<file path="src/rtl/uart_prog_loader.sv">
// UART boot loader: receives SYNC/LEN/data/CSUM frames and writes the image into
// program memory, releasing the core (cpu_run) after a matching checksum.
module uart_prog_loader #(
  parameter int         CLKS_PER_BIT = 217,
  parameter int         MEM_SIZE     = 256,
  parameter logic [7:0] SYNC_BYTE    = 8'hA5
) (
  input  logic       clk,
  input  logic       rst,
  input  logic       uart_rx,
  output logic       prog_we,
  output logic [7:0] prog_addr,
  output logic [7:0] prog_wdata,
  output logic       cpu_run,
  output logic       load_done,
  output logic       load_err
);
  localparam int TW = $clog2(CLKS_PER_BIT + 1);
  localparam logic [TW-1:0] HALF = TW'(CLKS_PER_BIT / 2 - 1);
  localparam logic [TW-1:0] FULL = TW'(CLKS_PER_BIT - 1);

  typedef enum logic [1:0] {RX_IDLE, RX_START, RX_DATA, RX_STOP} rx_state_t;
  typedef enum logic [2:0] {WAIT_SYNC, GET_LEN, GET_DATA, GET_CSUM, RUN} ld_state_t;

  // ---------------- RX front end ----------------
  logic            rx_meta_q, rx_meta_d, rx_s_q, rx_s_d, rx_prev_q, rx_prev_d;
  rx_state_t       rs_q, rs_d;
  logic [TW-1:0]   tmr_q, tmr_d;
  logic [2:0]      bit_q, bit_d;
  logic [7:0]      sh_q, sh_d;
  logic            rx_valid, frame_err;

  always_ff @(posedge clk or posedge rst) begin
    if (rst) begin
      rx_meta_q <= 1'b1;
      rx_s_q    <= 1'b1;
      rx_prev_q <= 1'b1;
      rs_q      <= RX_IDLE;
      tmr_q     <= '0;
      bit_q     <= '0;
      sh_q      <= '0;
    end else begin
      rx_meta_q <= rx_meta_d;
      rx_s_q    <= rx_s_d;
      rx_prev_q <= rx_prev_d;
      rs_q      <= rs_d;
      tmr_q     <= tmr_d;
      bit_q     <= bit_d;
      sh_q      <= sh_d;
    end
  end

  always_comb begin
    rx_meta_d = uart_rx;
    rx_s_d    = rx_meta_q;
    rx_prev_d = rx_s_q;
    rs_d      = rs_q;
    tmr_d     = tmr_q + 1'b1;
    bit_d     = bit_q;
    sh_d      = sh_q;
    rx_valid  = 1'b0;
    frame_err = 1'b0;
    case (rs_q)
      RX_IDLE: begin
        tmr_d = '0;
        if (!rx_s_q && rx_prev_q) rs_d = RX_START;
      end
      RX_START: if (tmr_q == HALF) begin
        tmr_d = '0;
        bit_d = '0;
        rs_d  = rx_s_q ? RX_IDLE : RX_DATA;  // high at centre = glitch
      end
      RX_DATA: if (tmr_q == FULL) begin
        tmr_d = '0;
        sh_d  = {rx_s_q, sh_q[7:1]};
        bit_d = 3'(bit_q + 3'd1);
        if (bit_q == 3'd7) rs_d = RX_STOP;
      end
      RX_STOP: if (tmr_q == FULL) begin
        rs_d      = RX_IDLE;
        rx_valid  = rx_s_q;
        frame_err = !rx_s_q;
      end
      default: rs_d = RX_IDLE;
    endcase
  end

  // ---------------- Frame loader ----------------
  ld_state_t  st_q, st_d;
  logic [8:0] cnt_q, cnt_d;
  logic [7:0] csum_q, csum_d, addr_q, addr_d, wdata_q, wdata_d;
  logic       we_q, we_d, run_q, run_d, done_q, done_d, err_q, err_d;
  logic       sync_seen;

  always_ff @(posedge clk or posedge rst) begin
    if (rst) begin
      st_q    <= WAIT_SYNC;
      cnt_q   <= '0;
      csum_q  <= '0;
      addr_q  <= '0;
      wdata_q <= '0;
      we_q    <= 1'b0;
      run_q   <= 1'b0;
      done_q  <= 1'b0;
      err_q   <= 1'b0;
    end else begin
      st_q    <= st_d;
      cnt_q   <= cnt_d;
      csum_q  <= csum_d;
      addr_q  <= addr_d;
      wdata_q <= wdata_d;
      we_q    <= we_d;
      run_q   <= run_d;
      done_q  <= done_d;
      err_q   <= err_d;
    end
  end

  assign sync_seen = rx_valid && (sh_q == SYNC_BYTE);

  always_comb begin
    st_d    = st_q;
    cnt_d   = cnt_q;
    csum_d  = csum_q;
    addr_d  = addr_q;
    wdata_d = wdata_q;
    we_d    = 1'b0;
    run_d   = run_q;
    done_d  = done_q;
    err_d   = err_q;
    // Address advances the cycle after each strobe, wrapping at 8 bits.
    if (we_q) addr_d = addr_q + 8'd1;
    case (st_q)
      WAIT_SYNC, RUN: if (sync_seen) begin
        st_d   = GET_LEN;
        err_d  = 1'b0;
        done_d = 1'b0;
        run_d  = 1'b0;
        csum_d = '0;
        addr_d = '0;
      end
      GET_LEN: if (rx_valid) begin
        cnt_d = (sh_q == 8'd0) ? 9'(MEM_SIZE) : {1'b0, sh_q};
        st_d  = GET_DATA;
      end
      GET_DATA: if (rx_valid) begin
        wdata_d = sh_q;
        we_d    = 1'b1;
        csum_d  = csum_q + sh_q;
        cnt_d   = cnt_q - 9'd1;
        if (cnt_q == 9'd1) st_d = GET_CSUM;
      end
      GET_CSUM: if (rx_valid) begin
        if (sh_q == csum_q) begin
          st_d   = RUN;
          done_d = 1'b1;
          run_d  = 1'b1;
        end else begin
          st_d  = WAIT_SYNC;
          err_d = 1'b1;
        end
      end
      default: st_d = WAIT_SYNC;
    endcase
    if (frame_err && (st_q == GET_LEN || st_q == GET_DATA || st_q == GET_CSUM)) begin
      st_d  = WAIT_SYNC;
      err_d = 1'b1;
    end
  end

  assign prog_we    = we_q;
  assign prog_addr  = addr_q;
  assign prog_wdata = wdata_q;
  assign cpu_run    = run_q;
  assign load_done  = done_q;
  assign load_err   = err_q;
endmodule

</file>
<file path="config.mk">
export PLATFORM = sky130hd
export DESIGN_NAME = uart_prog_loader
export DESIGN_NICKNAME = d
export VERILOG_FILES = /design/src/rtl/uart_prog_loader.sv
export SDC_FILE = /design/constraint.sdc
export NUM_CORES = 1
export LEC_CHECK = 0
export ABC_AREA = 1
export CORE_AREA = 2 2 88 90
export DETAILED_ROUTE_END_ITERATION = 6
export DIE_AREA = 0 0 90 92
export PLACE_DENSITY = 0.67
export SYNTH_ARGS = -nofsm -noshare
export SYNTH_HDL_FRONTEND = slang
export SYNTH_SLANG_ARGS = --single-unit
</file>
<file path="constraint.sdc">
create_clock -name clk -period 2.1 [get_ports clk]
set_input_delay 0.42 -clock clk [delete_from_list [all_inputs] [get_ports clk]]
set_output_delay 0.42 -clock clk [all_outputs]
set_load 0.05 [all_outputs]
</file>
## Yosys cells after proc, flatten, opt, wreduce, memory -nomap -nowiden

Index checks and enable logic that the tools add are counted.
Widths: inputs -> output; s select.

- Flip-flop bits (word level): 63
- Input bits: 3
- Output and inout bits: 20

- Add/sub/neg operators: 5
- Eq/ne operators: 29
- Mux-type cells: 45
- Reductions and logical operators: 24

Operators by type and width:

| operator | count |
|---|---|
| $mux 8 | 7 |
| $mux 3 | 9 |
| $mux 9 | 3 |
| $pmux 8 s3 | 1 |
| $ne 2x2->1 const B | 10 |
| $pmux 9 s2 | 1 |
| $add 8x1->8 const B | 2 |
| $eq 8x8->1 const B | 2 |
| $pmux 8 s2 | 1 |
| $ne 3x2->1 const B | 5 |
| $mux 1 | 12 |
| $mux 2 | 6 |
| $pmux 3 s4 | 1 |
| $reduce_and 5->1 | 2 |
| $eq 9x1->1 const B | 1 |
| $reduce_and 3->1 | 3 |
| $sub 9x1->9 const B | 1 |
| $add 8x8->8 | 1 |
| $eq 8x7->1 const B | 1 |
| $eq 8x8->1 | 1 |
| $logic_not 8->1 | 1 |
| $pmux 2 s4 | 1 |
| $reduce_and 4->1 | 2 |
| $reduce_bool 2->1 | 4 |
| other kinds (17) | 25 |

## Longest topological paths before layout

- Depth after elaboration: 7
- Mapped depth: 11
- Depth with buffers taken out: 11

## Worst setup path before layout

No wires, ideal clock.

- Path kind: reg2reg
- Start: register sh_q[0]
- End: register csum_q[4]
- Data arrival time: 1444 ps
- Data required time: 1976 ps
- Path slack: 532 ps
- Stages on the path, launching flop included: 6
- Path buffers: 0
- Clock period less this slack: 1568 ps
- Cell sequence: dfrtp_1 -> ha_1 -> fa_1 -> a31oi_1 -> xor2_1 -> o21ai_1

- Longest elaborated chain between the ends: 4

Ends and longest elaborated chain:

| item | line | RTL |
|---|---|---|
| start: declaration | 30 | `logic [7:0] sh_q, sh_d;` |
| start signal: assignment | 41 | `sh_q <= '0;` |
| start signal: assignment | 49 | `sh_q <= sh_d;` |
| branches (longest 4 deep; another with $add 8x8->8) | -- |  |
| end signal: assignment | 109 | `csum_q <= csum_d;` |
| end: declaration | 91 | `logic [7:0] csum_q, csum_d, addr_q, addr_d, wdata_q, wdata_d;` |

Parallel ways; which one is timed is not known. The select of a mux whose other input is x is not followed.
A chain may end at the register's enable or synchronous reset.

## Worst setup path in the final report

- Start: register addr_q[4] (netlist: prog_addr[4])
- End: output port prog_addr[4]

RTL lines:

| item | line | RTL |
|---|---|---|
| start: declaration | 91 |  |
| start signal: assignment | 110 | `addr_q <= addr_d;` |
| end: declaration | 12 | `output logic [7:0] prog_addr,` |

No word-level cell between the ends.

==> summary.txt <==
Setup path
  – Crit start category: flop
  – Slowest stage delay, CP: 0.83 ns
  – Worst EP required: 1.68 ns
  – Crit end category: primary output
  – Crit path max fanout: 5
  – Critical path cell sequence: clkdlybuf4s50_1
  – Setup CP Type: reg2out
  – Critical path's top delay family: buffers and inverters
  – Crit-path slowest cell: clkdlybuf4s50_1
  – CP Buf/Inv Count: 1
  – CP arrival: 1.58 ns

Floorplan
  – DIE HEIGHT: 92 um
  – IO Count: 23
  – Row cnt: 32
  – Die W: 90 um
  – Initial core utilization: 0.450
  – Total die area: 0.00828 sq mm
  – Core area: 0.00745 sq mm

Power and ir drop
  – Sw Pwr: 0.000738 W
  – Pint: 0.00200 W
  – Power per cell area: 701 mW/mm^2
  – Peak VDD IR: 0.000419 V
  – Sw frac: 0.270
  – Clock power share: 0.374
  – Tot Pwr: 0.00273 W
  – Combinational share of power: 0.122
  – Lkg Pwr: 1.88 nW
  – Flop pwr share: 0.505

Finish
  – Area of the multi-input gates: 0.00152 sq mm
  – Filler instances: 747
  – FF+latch area: 0.00158 sq mm
  – Commonest non-fill, non-tap cell in the layout: nand2_1
  – Total Nets Final: 455
  – Post-layout util: 0.524
  – Layout cells sized above 1: 0.102
  – Commonest non-fill, non-tap cells in the layout: nand2_1 (74), dfrtp_1 (60), inv_1 (42)
  – Area grow syn2layout: 16.2%
  – Ant diodes: 0

Global route
  – Total congestion overflow: 0
  – First-pass GRT wire length: 11900 um
  – GRT Overall Usage: 0.177
  – Initial antenna violation count: 0
  – Pin count of the biggest net entering global routing: 24
  – Vias in the first global route: 2577

Routing
  – Post-Route WL: 6790 um
  – Vias/cell: 5.04
  – Detailed-route DRC error count: 0
  – Vias post-DR: 2741
  – DR iter-0 viols: 173
  – Wire per inst: 12.5 um
  – Drt first pass iters: 5
  – Number of nets with antenna violations after routing: 0

Logic synthesis
  – Register area share after synthesis: 0.471
  – Avg Inst Size Synth: 8.28 sq um
  – Syn Nets: 423
  – Asr flop ratio synth: 1.00
  – Post-synthesis cell type count: 38
  – EDFF count, synth: 0
  – Top FF cell, synth: dfrtp_1
  – Mapped Cells: 405
  – Ys Warns: 0
  – FF+latch count, synth: 63
  – Mapped Area: 0.00335 sq mm

STA
  – Setup TNS: 0 ns
  – Slew of the pin with the lowest slew margin: 0.725 ns
  – Pins Over Slew Limit: 0
  – Period utilization: 0.951
  – Unrepaired setup endpoints after global routing: no
  – Slew HR: 0.513
  – Final hold vios: 0
  – Clock skew: 0.00626 ns
  – Achievable frequency: 501 MHz
  – Final setup violation count: 0
  – Post-layout minimum cycle time: 2.00 ns

Run status
  – Status: complete, no violations

Clock tree
  – Clk root buf: clkbuf_8
  – Clock tree sinks: 63
  – Setup bufs post-CTS: 0
  – H-tree depth: 3
  – Num CTS Buffers: 9
  – TritonCTS clock tree: done
  – Clock Latency Late Sink: 0.33 ns
  – Cts hold-fix bufs: 0
  – Clk slew on worst S/H paths: 0.07 ns
  – Max clock buf depth: 2

Placement
  – GP Congestion: 0.894
  – Port buffer count: 22
  – Post-DP HPWL: 5050 um

Flow run
  – Max cap viols: 0

Min path
  – Hold/Removal Path Class: in2async
-- what timing repair did --
action	4_1_cts	5_1_grt
setup endpoints to repair	1	0
endpoints found under the hold margin	0	0
resized for setup	1	0
-- final cells by class --
cell class | count | share of cell area
Inverter | 53 | 0.0510
Tap cell | 102 | 0.0327
Clock buffer | 12 | 0.0372
Multi-Input combinational cell | 279 | 0.389
Sequential cell | 63 | 0.405
Clock inverter | 4 | 0.0116
Timing Repair Buffer | 31 | 0.0735
-- cell usage after synthesis (all sizes together) (3+ instances only) --
| master | number | area share |
|---|---|---|
| o21ai | 43 | 0.064 |
| xnor2 | 5 | 0.013 |
| a21oi | 22 | 0.037 |
| nand4 | 9 | 0.021 |
| nand2 | 76 | 0.087 |
| dfrtp | 60 | 0.45 |
| clkbuf | 4 | 0.0045 |
| xor2 | 7 | 0.018 |
| inv | 52 | 0.058 |
| o22ai | 3 | 0.0056 |
| buf | 6 | 0.013 |
| nor2 | 43 | 0.053 |
| nor3 | 10 | 0.015 |
| nand3 | 29 | 0.043 |
| a31oi | 4 | 0.0075 |
| ha | 14 | 0.052 |
| dfstp | 3 | 0.024 |
-- routing by layer --
metal,track usage,vias to the layer above,share of wire
met5,0,-,0
li1,-,1407,-
met2,0.286,56,0.47
met3,0.0279,12,0.036
met4,0.0679,0,0.014
met1,0.242,1266,0.48
-- cells by family after synthesis --
kind of cell,share of synthesized area
AND/OR/NAND/NOR,0.229
AO/OA/AOI/OAI,0.133
buffers and inverters,0.0772
flip-flops,0.471
adder cells (fa/ha/maj),0.0582
XOR/XNOR,0.0313
-- sequential cells by signal (all words and copies together), names as in the netlist, named ones only --
signal      count
prog_we         1
prog_addr       8
rx_prev_d       1
prog_wdata      8
load_done       1
load_err        1
rx_meta_q       1
cnt_q           9
bit_q           3
rs_q            1
rx_prev_q       1
sh_q            8
csum_q          8
tmr_q           8
st_q            3
-- power by group through the flow --
| stage | registers, W | logic [W] | clock network [W] |
|---|---|---|---|
| after floorplan | 0.00138 | 0.000274 | 0 |
| after global placement | 0.00139 | 0.000333 | 0 |
| after detailed placement | 0.00140 | 0.000339 | 0 |
| after CTS | 0.00138 | 0.000340 | 0.00105 |
| after global routing | 0.00139 | 0.000391 | 0.00111 |
| final | 0.00138 | 0.000333 | 0.00102 |
-- through the flow --
| step | std cells | hold WS (ns) | worst slack [ns] | cell area (sq um) |
|---|---|---|---|---|
| 2_1_floorplan | 405 | 0.345 | 0.115 | 3350 |
| 3_3_place_gp | 528 | 0.347 | 0.278 | 3710 |
| 3_5_place_dp | 528 | 0.347 | 0.262 | 3710 |
| 4_1_cts | 544 | 0.315 | 0.0808 | 3900 |
| 5_1_grt | 544 | 0.343 | 0.0417 | 3900 |
| 6_report | 544 | 0.320 | 0.104 | 3900 |
-- worst register-to-register path, cell delays in order, from the launching register on --
cell and delay, ns:
dfrtp_1 0.40, inv_1 0.08, ha_1 0.14, nand2_1 0.06, nor2_2 0.17, nand4_4 0.20, clkinv_1 0.08, nand2_1 0.22
inv_2 0.20, nand2_1 0.07, nand2_1 0.06, o21ai_1 0.06
-- worst paths after layout --
kind	from	end	slack, ns	depth (start not counted)
max in group asynchronous	rst	prog_wdata[3]$_DFFE_PP0P_	1.22	3
min in group clk	rx_meta_q$_DFF_PP1_	rx_prev_d$_DFF_PP1_	0.36	0
max	prog_addr[4]$_DFF_PP0_	prog_addr[4]	0.10	1
min reg2reg	rx_meta_q$_DFF_PP1_	rx_prev_d$_DFF_PP1_	0.36	0
min	rst	cnt_q[1]$_DFFE_PP0P_	0.32	2
max reg2reg	tmr_q[0]$_DFF_PP0_	cnt_q[5]$_DFFE_PP0P_	0.25	11
(Power assumes the default switching activity.)
